--- src/rtl/led_pattern_pkg.sv ---
// Shared types and helpers for the led_pattern_gen slice: channel modes,
// channel control state, config-buffer states and output polarity.
package led_pattern_pkg;

   typedef enum logic [1:0] {
      LED_OFF     = 2'd0,
      LED_ON      = 2'd1,
      LED_BLINK   = 2'd2,
      LED_BREATHE = 2'd3
   } led_mode_e;

   typedef struct packed {
      led_mode_e mode;
      logic      phase;
      logic      dir_down;
   } chan_ctrl_t;

   typedef enum logic {
      CFG_IDLE    = 1'b0,
      CFG_PENDING = 1'b1
   } cfg_state_e;

   function automatic logic led_inactive(input int unsigned active_low);
      return (active_low != 0);
   endfunction

endpackage

--- src/rtl/led_pattern_channel.sv ---
// One LED channel: period counter, blink phase, breathe duty/direction and the
// registered LED drive. LED_PATTERN_GAMMA_EN adds a square-law duty register.
module led_pattern_channel
   import led_pattern_pkg::*;
#(
   parameter int unsigned PERIOD_BITS  = 16,
   parameter int unsigned PWM_BITS     = 8,
   parameter int unsigned ACTIVE_LOW   = 1,
   parameter int unsigned RESET_PERIOD = 1
) (
   input  logic                   clk_60mhz,
   input  logic                   rst,
   input  logic                   tick,
   input  logic                   load,
   input  logic [1:0]             load_mode,
   input  logic [PERIOD_BITS-1:0] load_period,
   input  logic [PWM_BITS-1:0]    pwm_cnt,
   output logic                   led
);

   localparam logic [PWM_BITS-1:0] DUTY_MAX = '1;

   chan_ctrl_t             ctrl_q, ctrl_d;
   logic [PERIOD_BITS-1:0] period_q, period_d;
   logic [PERIOD_BITS-1:0] count_q, count_d;
   logic [PERIOD_BITS-1:0] last_count;
   logic [PWM_BITS-1:0]    duty_q, duty_d;
   logic [PWM_BITS-1:0]    duty_eff;
   logic                   on;

   // A stored period of 0 behaves as 1, so the wrap point saturates at 0.
   assign last_count = (period_q == '0) ? '0 : period_q - 1'b1;

   always_comb begin
      ctrl_d   = ctrl_q;
      period_d = period_q;
      count_d  = count_q;
      duty_d   = duty_q;
      if (tick) begin
         if (load) begin
            ctrl_d.mode     = led_mode_e'(load_mode);
            ctrl_d.phase    = 1'b0;
            ctrl_d.dir_down = 1'b0;
            period_d        = load_period;
            count_d         = '0;
            duty_d          = '0;
         end else if (count_q >= last_count) begin
            count_d = '0;
            case (ctrl_q.mode)
               LED_BLINK: ctrl_d.phase = ~ctrl_q.phase;
               LED_BREATHE: begin
                  if (ctrl_q.dir_down) begin
                     duty_d = duty_q - 1'b1;
                     if (duty_q == PWM_BITS'(1)) ctrl_d.dir_down = 1'b0;
                  end else begin
                     duty_d = duty_q + 1'b1;
                     if (duty_q == DUTY_MAX - 1'b1) ctrl_d.dir_down = 1'b1;
                  end
               end
               default: ;
            endcase
         end else begin
            count_d = count_q + 1'b1;
         end
      end
   end

   always_ff @(posedge clk_60mhz) begin
      if (rst) begin
         ctrl_q   <= '{mode: LED_BLINK, phase: 1'b0, dir_down: 1'b0};
         period_q <= PERIOD_BITS'(RESET_PERIOD);
         count_q  <= '0;
         duty_q   <= '0;
      end else begin
         ctrl_q   <= ctrl_d;
         period_q <= period_d;
         count_q  <= count_d;
         duty_q   <= duty_d;
      end
   end

`ifdef LED_PATTERN_GAMMA_EN
   logic [2*PWM_BITS-1:0] duty_sq;
   logic [PWM_BITS-1:0]   duty_g_q;

   assign duty_sq = {{PWM_BITS{1'b0}}, duty_q} * {{PWM_BITS{1'b0}}, duty_q};

   always_ff @(posedge clk_60mhz) begin
      if (rst) duty_g_q <= '0;
      else     duty_g_q <= duty_sq[2*PWM_BITS-1:PWM_BITS];
   end

   assign duty_eff = duty_g_q;
`else
   assign duty_eff = duty_q;
`endif

   always_comb begin
      on = 1'b0;
      case (ctrl_q.mode)
         LED_OFF:     on = 1'b0;
         LED_ON:      on = 1'b1;
         LED_BLINK:   on = ctrl_q.phase;
         LED_BREATHE: on = (pwm_cnt < duty_eff);
         default:     on = 1'b0;
      endcase
   end

   always_ff @(posedge clk_60mhz) begin
      if (rst) led <= led_inactive(ACTIVE_LOW);
      else     led <= on ^ led_inactive(ACTIVE_LOW);
   end

endmodule

--- src/rtl/led_pattern_gen.sv ---
// Multi-channel LED pattern driver: shared prescaler tick, free-running PWM
// counter, one-entry config buffer. Build option: LED_PATTERN_GAMMA_EN.
module led_pattern_gen
   import led_pattern_pkg::*;
#(
   parameter int unsigned CHANNELS    = 6,
   parameter int unsigned PRESCALE    = 60000,
   parameter int unsigned PERIOD_BITS = 16,
   parameter int unsigned PWM_BITS    = 8,
   parameter int unsigned ACTIVE_LOW  = 1,
   localparam int unsigned CHAN_BITS  = (CHANNELS > 1) ? $clog2(CHANNELS) : 1
) (
   input  logic                   clk_60mhz,
   input  logic                   rst,
   input  logic                   cfg_valid,
   output logic                   cfg_ready,
   input  logic [CHAN_BITS-1:0]   cfg_chan,
   input  logic [1:0]             cfg_mode,
   input  logic [PERIOD_BITS-1:0] cfg_period,
   output logic                   cfg_err,
   output logic                   tick,
   output logic [CHANNELS-1:0]    led
);

   localparam int unsigned PRE_BITS = $clog2(PRESCALE);

   logic [PRE_BITS-1:0]    pre_cnt_q;
   logic [PWM_BITS-1:0]    pwm_cnt_q;

   cfg_state_e             state_q, state_d;
   logic [CHAN_BITS-1:0]   pend_chan_q;
   logic [1:0]             pend_mode_q;
   logic [PERIOD_BITS-1:0] pend_period_q;

   logic                   chan_ok;
   logic                   accept;
   logic                   capture;
   logic                   err_d;
   logic                   wr_valid;
   logic [CHAN_BITS-1:0]   wr_chan;
   logic [1:0]             wr_mode;
   logic [PERIOD_BITS-1:0] wr_period;

   assign tick    = (pre_cnt_q == PRE_BITS'(PRESCALE - 1));
   assign chan_ok = (32'(cfg_chan) < CHANNELS);

   always_ff @(posedge clk_60mhz) begin
      if (rst) begin
         pre_cnt_q <= '0;
         pwm_cnt_q <= '0;
      end else begin
         pre_cnt_q <= tick ? '0 : pre_cnt_q + 1'b1;
         pwm_cnt_q <= pwm_cnt_q + 1'b1;
      end
   end

   // A write accepted on a tick cycle bypasses the buffer and applies at once.
   always_comb begin
      state_d   = state_q;
      cfg_ready = (state_q == CFG_IDLE);
      accept    = cfg_valid && cfg_ready;
      err_d     = accept && !chan_ok;
      capture   = 1'b0;
      wr_valid  = 1'b0;
      wr_chan   = pend_chan_q;
      wr_mode   = pend_mode_q;
      wr_period = pend_period_q;
      case (state_q)
         CFG_IDLE: begin
            if (accept && chan_ok) begin
               if (tick) begin
                  wr_valid  = 1'b1;
                  wr_chan   = cfg_chan;
                  wr_mode   = cfg_mode;
                  wr_period = cfg_period;
               end else begin
                  capture = 1'b1;
                  state_d = CFG_PENDING;
               end
            end
         end
         CFG_PENDING: begin
            if (tick) begin
               wr_valid = 1'b1;
               state_d  = CFG_IDLE;
            end
         end
         default: state_d = CFG_IDLE;
      endcase
   end

   always_ff @(posedge clk_60mhz) begin
      if (rst) begin
         state_q       <= CFG_IDLE;
         pend_chan_q   <= '0;
         pend_mode_q   <= '0;
         pend_period_q <= '0;
         cfg_err       <= 1'b0;
      end else begin
         state_q <= state_d;
         cfg_err <= err_d;
         if (capture) begin
            pend_chan_q   <= cfg_chan;
            pend_mode_q   <= cfg_mode;
            pend_period_q <= cfg_period;
         end
      end
   end

   for (genvar c = 0; c < CHANNELS; c++) begin : g_chan
      logic load;
      assign load = wr_valid && (32'(wr_chan) == c);

      led_pattern_channel #(
         .PERIOD_BITS  (PERIOD_BITS),
         .PWM_BITS     (PWM_BITS),
         .ACTIVE_LOW   (ACTIVE_LOW),
         .RESET_PERIOD (32'd1 << c)
      ) u_chan (
         .clk_60mhz   (clk_60mhz),
         .rst         (rst),
         .tick        (tick),
         .load        (load),
         .load_mode   (wr_mode),
         .load_period (wr_period),
         .pwm_cnt     (pwm_cnt_q),
         .led         (led[c])
      );
   end

endmodule

--- config.mk ---
export PLATFORM = sky130hd
export DESIGN_NAME = led_pattern_gen
export DESIGN_NICKNAME = d
export VERILOG_FILES = /design/src/rtl/led_pattern_pkg.sv /design/src/rtl/led_pattern_channel.sv /design/src/rtl/led_pattern_gen.sv
export SDC_FILE = /design/constraint.sdc
export NUM_CORES = 1
export LEC_CHECK = 0
export CORE_AREA = 3 3 295 152
export CTS_CLUSTER_DIAMETER = 100
export DETAILED_ROUTE_END_ITERATION = 8
export DIE_AREA = 0 0 298 155
export PLACE_DENSITY = 0.64
export SKIP_LAST_GASP = 1
export SLEW_MARGIN = 20
export SYNTH_ARGS = -nofsm -noshare
export SYNTH_HDL_FRONTEND = slang
export SYNTH_SLANG_ARGS = --single-unit
--- constraint.sdc ---
create_clock -name clk_60mhz -period 6.35 [get_ports clk_60mhz]
set_clock_uncertainty 0.15 [all_clocks]
set_input_delay 1.27 -clock clk_60mhz [delete_from_list [all_inputs] [get_ports clk_60mhz]]
set_output_delay 1.27 -clock clk_60mhz [all_outputs]
set_load 0.05 [all_outputs]
==> results.md <==
- DRT iter0 DRCs: 1105
- Critical Path Max Stage Delay: 0.91 ns
- I/O pins: 33
- Cells along the critical path: ha_1 > nand4_1 > or4_1 > buf_4 > clkinv_2 > clkdlybuf4s50_1
- Yosys warns: 0
- Sw Ratio: 0.235
- Mapped Cells: 2328
- DRT Pass-1 Iters: 6
- Initial core utilization: 0.452
- # port buffers: 32
- Tcrit/Tclk final: 0.797
- Pleak: 0.00813 uW
- Peak supply drop: 127 uV
- Post-cts resize count: 0
- Area delta synth->final: 10.4%
- Antenna violations before repair: 0
- Startpoint class of the critical path: flop
- Antenna diode count: 0
- Final Net Count: 2521
- Post-Syn Area: 19000 sq um
- Pwr dens: 209 nW/um^2
- CP endpoint kind: output pin
- DRT antenna net count: 0
- Ys flop type: dfxtp_1
- Core ar.: 42000 sq um
- Sw Pwr: 1030 uW
- Combinational power share: 0.052
- Vias in the first global route: 14900
- Slowest CP cell: clkdlybuf4s50_1
- Die area: 46200 sq um
- Root Buffer: clkbuf_16
- Layout cells sized above 1: 0.0423
- Fin. max-slew vios: 0
- Synth cell types: 85
- Hold_buf cts: 0
- Overall power: 4400 uW
- Die width: 298 microns
- Post-CTS setup buffers: 0
- CTS clock-pin slew for the worst setup and hold paths: 0.06 ns
- First-pass GRT wire length: 78600 microns
- Post-layout minimum cycle time: 5.06 ns
- R2r setup slk: 1.37 ns
- Asr flop ratio synth: 0
- Die Span Y: 155 microns
- Wirelength, routed: 47700 microns
- Placer congestion estimate: 0.850
- GRT Overall Usage: 0.205
- Longest Clk Path Bufs: 3
- Sequential share of power: 0.460
- Arr. time, crit path: 3.64 ns
- Total number of vias: 16100
- Setup CP Type: reg2out
- Int Pwr: 3360 uW
- Clock power share: 0.488
- H-tree levels: 2
- Hpwl dp: 34000 microns
- Remaining DRCs: 0
- Post-Synthesis Mean Instance Area: 8.17 sq um
- DR WL/cell: 16.4 microns
- Most common cell after layout, fill and taps aside: nor2_1
- Placed inst area: 19800 sq um
- CTS buffer count: 34
- Clk sinks: 317
- Largest fanout on the critical path: 36
- Synthesized flop and latch total: 317
- Worst Hold Class: reg2reg
- Final Hold Viols: 0
- Post-Syn Nets: 2534
- Worst EP required: 4.93 ns
- Largest net degree at the start of global routing: 74
- MaxCap Viol Count: 0
- Final Cell Area: 21000 sq um
- Grt total ovfl: 0
- # rows: 53
- Seq/Total Area, Yosys: 0.334
- Vias per inst: 5.51
- Outcome: completed
- Setup_tns: 0 ns
- Worst-Margin Slew: 1.22 ns
- RSZ-0062 raised after global routing: false
- CTS tree: built
- Most frequent cells in the layout: 330 x nor2_1, 317 x dfxtp_1, 252 x nand2_1
- Fillcell total: 4094
- Post-synth EDFFs: 0
- Slew margin rel.: 0.175
- Final setup violation count: 0
- Clock Latency Late Sink: 0.53 ns
- Fmax: 0.198 GHz
[synthesized netlist by cell type (16+ instances only)]
| cell | n | area [sq um] |
|---|---|---|
| xnor2_1 | 82 | 718 |
| mux2i_1 | 25 | 250 |
| ha_1 | 182 | 2280 |
| nand3_1 | 72 | 360 |
| nor2_1 | 331 | 1240 |
| a21oi_1 | 107 | 536 |
| nand2_1 | 252 | 946 |
| and4_1 | 16 | 140 |
| a31oi_1 | 23 | 144 |
| o21ai_0 | 66 | 330 |
| xor2_1 | 113 | 990 |
| nand2b_1 | 28 | 175 |
| nand4_1 | 41 | 257 |
| and3_1 | 37 | 231 |
| a211oi_1 | 115 | 863 |
| or3_1 | 25 | 156 |
| nor3_1 | 50 | 250 |
| dfxtp_1 | 317 | 6350 |
| clkbuf_1 | 73 | 274 |
| inv_1 | 86 | 323 |
| nor4_1 | 34 | 213 |
| a21o_1 | 39 | 293 |
[registers in the layout (all words and copies together), names as in the netlist, 3 cells and up]
| signal | cells |
|---|---|
| g_chan.u_chan.count_q | 96 |
| g_chan.u_chan.period_q | 96 |
| g_chan.u_chan.duty_eff | 48 |
| g_chan.u_chan.ctrl_q | 24 |
| pend_period_q | 16 |
| pre_cnt_q | 16 |
| pwm_cnt_q | 8 |
| g_chan.u_chan.led | 6 |
| pend_chan_q | 3 |
[path summary, 6_finish.rpt]
kind / startpoint / end / cells after the start
worst max-delay path: pre_cnt_q[0] / tick / 6
worst min-delay path: pend_period_q[15] / pend_period_q[15] / 2
worst max register to register: g_chan[3].u_chan.period_q[8] / g_chan[3].u_chan.count_q[8] / 12
worst min register to register: pend_period_q[15] / pend_period_q[15] / 2
[routing by layer]
| metal | vias up | share of wire | track usage |
|---|---|---|---|
| li1 | 8245 | - | - |
| met1 | 7491 | 0.51 | 0.302 |
| met2 | 277 | 0.42 | 0.317 |
| met3 | 46 | 0.051 | 0.0290 |
| met4 | 0 | 0.017 | 0.0472 |
| met5 | - | 0 | 0 |
[cells by family (layout without fill, tap and decap cells)]
family / after synthesis / count (layout) / synth area share
AND/OR/NAND/NOR: 965 / 965 / 0.241
AO/OA/AOI/OAI: 457 / 457 / 0.162
flip-flops: 317 / 317 / 0.334
XOR/XNOR: 195 / 195 / 0.0898
buffers and inverters: 186 / 198 / 0.0400
adder cells (fa/ha/maj): 182 / 182 / 0.120
multiplexers: 26 / 26 / 0.0138
[metrics by stage]
stage,util,setup WS [ns],hold slack (ns),instances
after detailed placement,0.471,1.45,0.296,2856
after floorplan,-,2.42,0.280,2328
after CTS,0.499,1.32,0.304,2917
after global routing,0.499,0.900,0.328,2917
after global placement,0.471,1.55,0.290,2856
final,0.499,1.29,0.306,2917
[power by group through the flow]
stage / clock network, uW / registers, uW / logic [uW]
2_1_floorplan: 0 / 2060 / 137
3_3_place_gp: 0 / 2070 / 224
3_5_place_dp: 0 / 2070 / 226
4_1_cts: 2200 / 2020 / 227
5_1_grt: 2280 / 2030 / 248
6_report: 2150 / 2020 / 228
[worst max-delay path: cells and delay by family (launching register included)]
family | cells | cell delay [ns]
adders and majority gates | 1 | 0.23
buffers and inverters | 3 | 1.72
DFF | 1 | 0.37
and+or+nand+nor | 2 | 0.78
[area by class of cell]
class / count / area [sq um] / area share
timing repair buffer: 50 / 457 / 0.0217
clock buffer: 43 / 926 / 0.0441
tap: 577 / 722 / 0.0344
clock inverter: 18 / 262 / 0.0125
inverter: 87 / 328 / 0.0156
sequential: 317 / 6350 / 0.302
multi-input combinational: 1825 / 12000 / 0.570
No activity file was read; power rests on OpenSTA's default activity.
==> patch (config.mk and constraints unchanged) <==
The parameter `PRESCALE` goes from 60000 to 120000.
--- a/src/rtl/led_pattern_gen.sv
+++ b/src/rtl/led_pattern_gen.sv
@@ -5,5 +5,5 @@
 #(
    parameter int unsigned CHANNELS    = 6,
-   parameter int unsigned PRESCALE    = 60000,
+   parameter int unsigned PRESCALE    = 120000,
    parameter int unsigned PERIOD_BITS = 16,
    parameter int unsigned PWM_BITS    = 8,
Function: same outputs for any inputs over 10 cycles, from zero or initial values and one cycle with rst high; that may be too few to reach the edited logic, so the function may still have changed.
==> patch against the original RTL <==
Synthesized cell count rose by 1.4%. Wire length hardly changed. Die area stayed put. Area after synthesis is 0.77% lower. Setup slack gained 270 ps. Design area fell by 0.52%. Sequential cell count is 1 higher. Power is 2.2% lower. Largest cell class unchanged.
==> patch: results (changes against the original RTL) <==
Status
  – Status: completed (unchanged)

Place
  – Last weighted congestion value of the routability-driven placer: 0.854 (was 0.850)
  – Detailed Place HPWL: 33.5 mm (was 34.0 mm)
  – Placed cell count: 2,898 (was 2,856)

Worst setup path
  – Worst path arrival time: 5170 ps (was 3640 ps)
  – Endpoint of the worst-slack reg-to-reg timing path: g_chan[5].u_chan.count_q[10] (was g_chan[3].u_chan.count_q[8])
  – Critical path's largest stage delay: 610 ps (was 910 ps)
  – Cell with the largest stage delay on the worst path: sky130_fd_sc_hd__or4_1 (was sky130_fd_sc_hd__clkdlybuf4s50_1)
  – Kind of cell with the highest combined delay on the critical path: simple AND/OR/NAND/NOR gates (was buffers and inverters)
  – Critical path fanouts, max: 15 (was 36)
  – Critical path class: register to register (was register to output port)

Routing
  – Vias: 16.2k (was 16.1k)
  – First-pass iteration count of the detailed router: 8 (was 6)
  – Drt initial violations: 1,097 (was 1,105)
  – Final wirelength: 47.7 mm (about the same)

Layout
  – Proportion of layout cells with a drive suffix above 1: 4.46% (was 4.23%)
  – Final layout net count: 2,560 (was 2,521)

Clocking
  – Number of clock buffers inserted by TritonCTS: 31 (was 34)
  – CTS H-tree lvls: 1 (was 2)

Logic synthesis
  – Post-Synthesis Mean Instance Area: 7.99 um2 (was 8.17 um2)
  – Count of cell types in the netlist: 69 (was 85)
  – Top cells by area, synth: sky130_fd_sc_hd__dfxtp_1 (34%), sky130_fd_sc_hd__ha_1 (12%), sky130_fd_sc_hd__nor2_1 (6.3%) (was sky130_fd_sc_hd__dfxtp_1 (33%), sky130_fd_sc_hd__ha_1 (12%), sky130_fd_sc_hd__nor2_1 (6.5%))
  – Sequential-to-total area share from yosys stat: 33.7% (was 33.4%)

Power
  – Switching power of the nets: 1.01 mW (was 1.03 mW)
  – Leak: 8.00 nW (was 8.13 nW)
  – Maximum vdd drop: 0.215 mV (was 0.127 mV)
## patch: cell types whose count changed in the layout (fill, tap and decap cells not counted), sizes merged, moves of 11 or more
cell	delta
nor2	-16
nor3	+21
a21oi	+18
and4	-11
nand3	+25
a21o	-22
nand2	+32
o21ai	+25
## patch: how the worst min path moves through the flow
stage / from / to / slack (ps) / cells after the start
global route: pend_period_q[1] / pend_period_q[1] / 330 / 2
floorplan: pre_cnt_q[0] / pre_cnt_q[0] / 280 / 1
CTS: pend_period_q[2] / pend_period_q[2] / 310 / 2
global placement: pre_cnt_q[0] / pre_cnt_q[0] / 290 / 1
detailed placement: pend_period_q[2] / pend_period_q[2] / 300 / 2
finish: pend_period_q[14] / pend_period_q[14] / 300 / 2
## patch: cells by family after synthesis
family          synth area share, %
buf+inv                        4.02
compound gates                 14.9
xor+xnor                       8.91
flops                          33.7
fa+ha+maj                      12.1
mux                            1.33
simple gates                   25.0
## patch: layout make-up
type	instances	area, um2	area share, %
Inverter	94	353	1.69
Clock inverter	16	241	1.16
Timing Repair Buffer	60	532	2.55
Tap cell	577	722	3.46
Multi-Input combinational cell	1849	11800	56.5
Sequential cell	318	6370	30.5
Clock buffer	41	883	4.23
## patch: layer usage
metal | up-vias | part of all wire [%] | global-route usage (%)
met5 | - | 0 | 0
met4 | 0 | 1.9 | 4.14
met3 | 64 | 4.9 | 2.72
met2 | 331 | 44 | 32.4
met1 | 7531 | 50 | 29.0
li1 | 8306 | - | -
## patch: power groups by stage
stage	Clock, mW	Sequential, mW	Combinational (mW)
after floorplan	0	2.06	0.126
after global placement	0	2.07	0.213
after detailed placement	0	2.07	0.216
after CTS	2.11	2.02	0.217
after global routing	2.18	2.03	0.236
final	2.06	2.02	0.218
## patch: worst min-delay path: cells and delay by family, from the launching register on
kind               cells  cell delay, ps
DFF                    1             310
and+or+nand+nor        1              50
AOI/OAI and AO/OA      1              50
## patch: per-stage QoR
step	area [um2]	setup WS (ps)	util (%)	power (mW)
6_report	20900	1560	49.7	4.30
3_3_place_gp	19700	1820	47.0	2.28
4_1_cts	20900	1610	49.7	4.35
3_5_place_dp	19800	1670	47.0	2.29
2_1_floorplan	18900	2230	-	2.19
5_1_grt	20900	1120	49.7	4.44
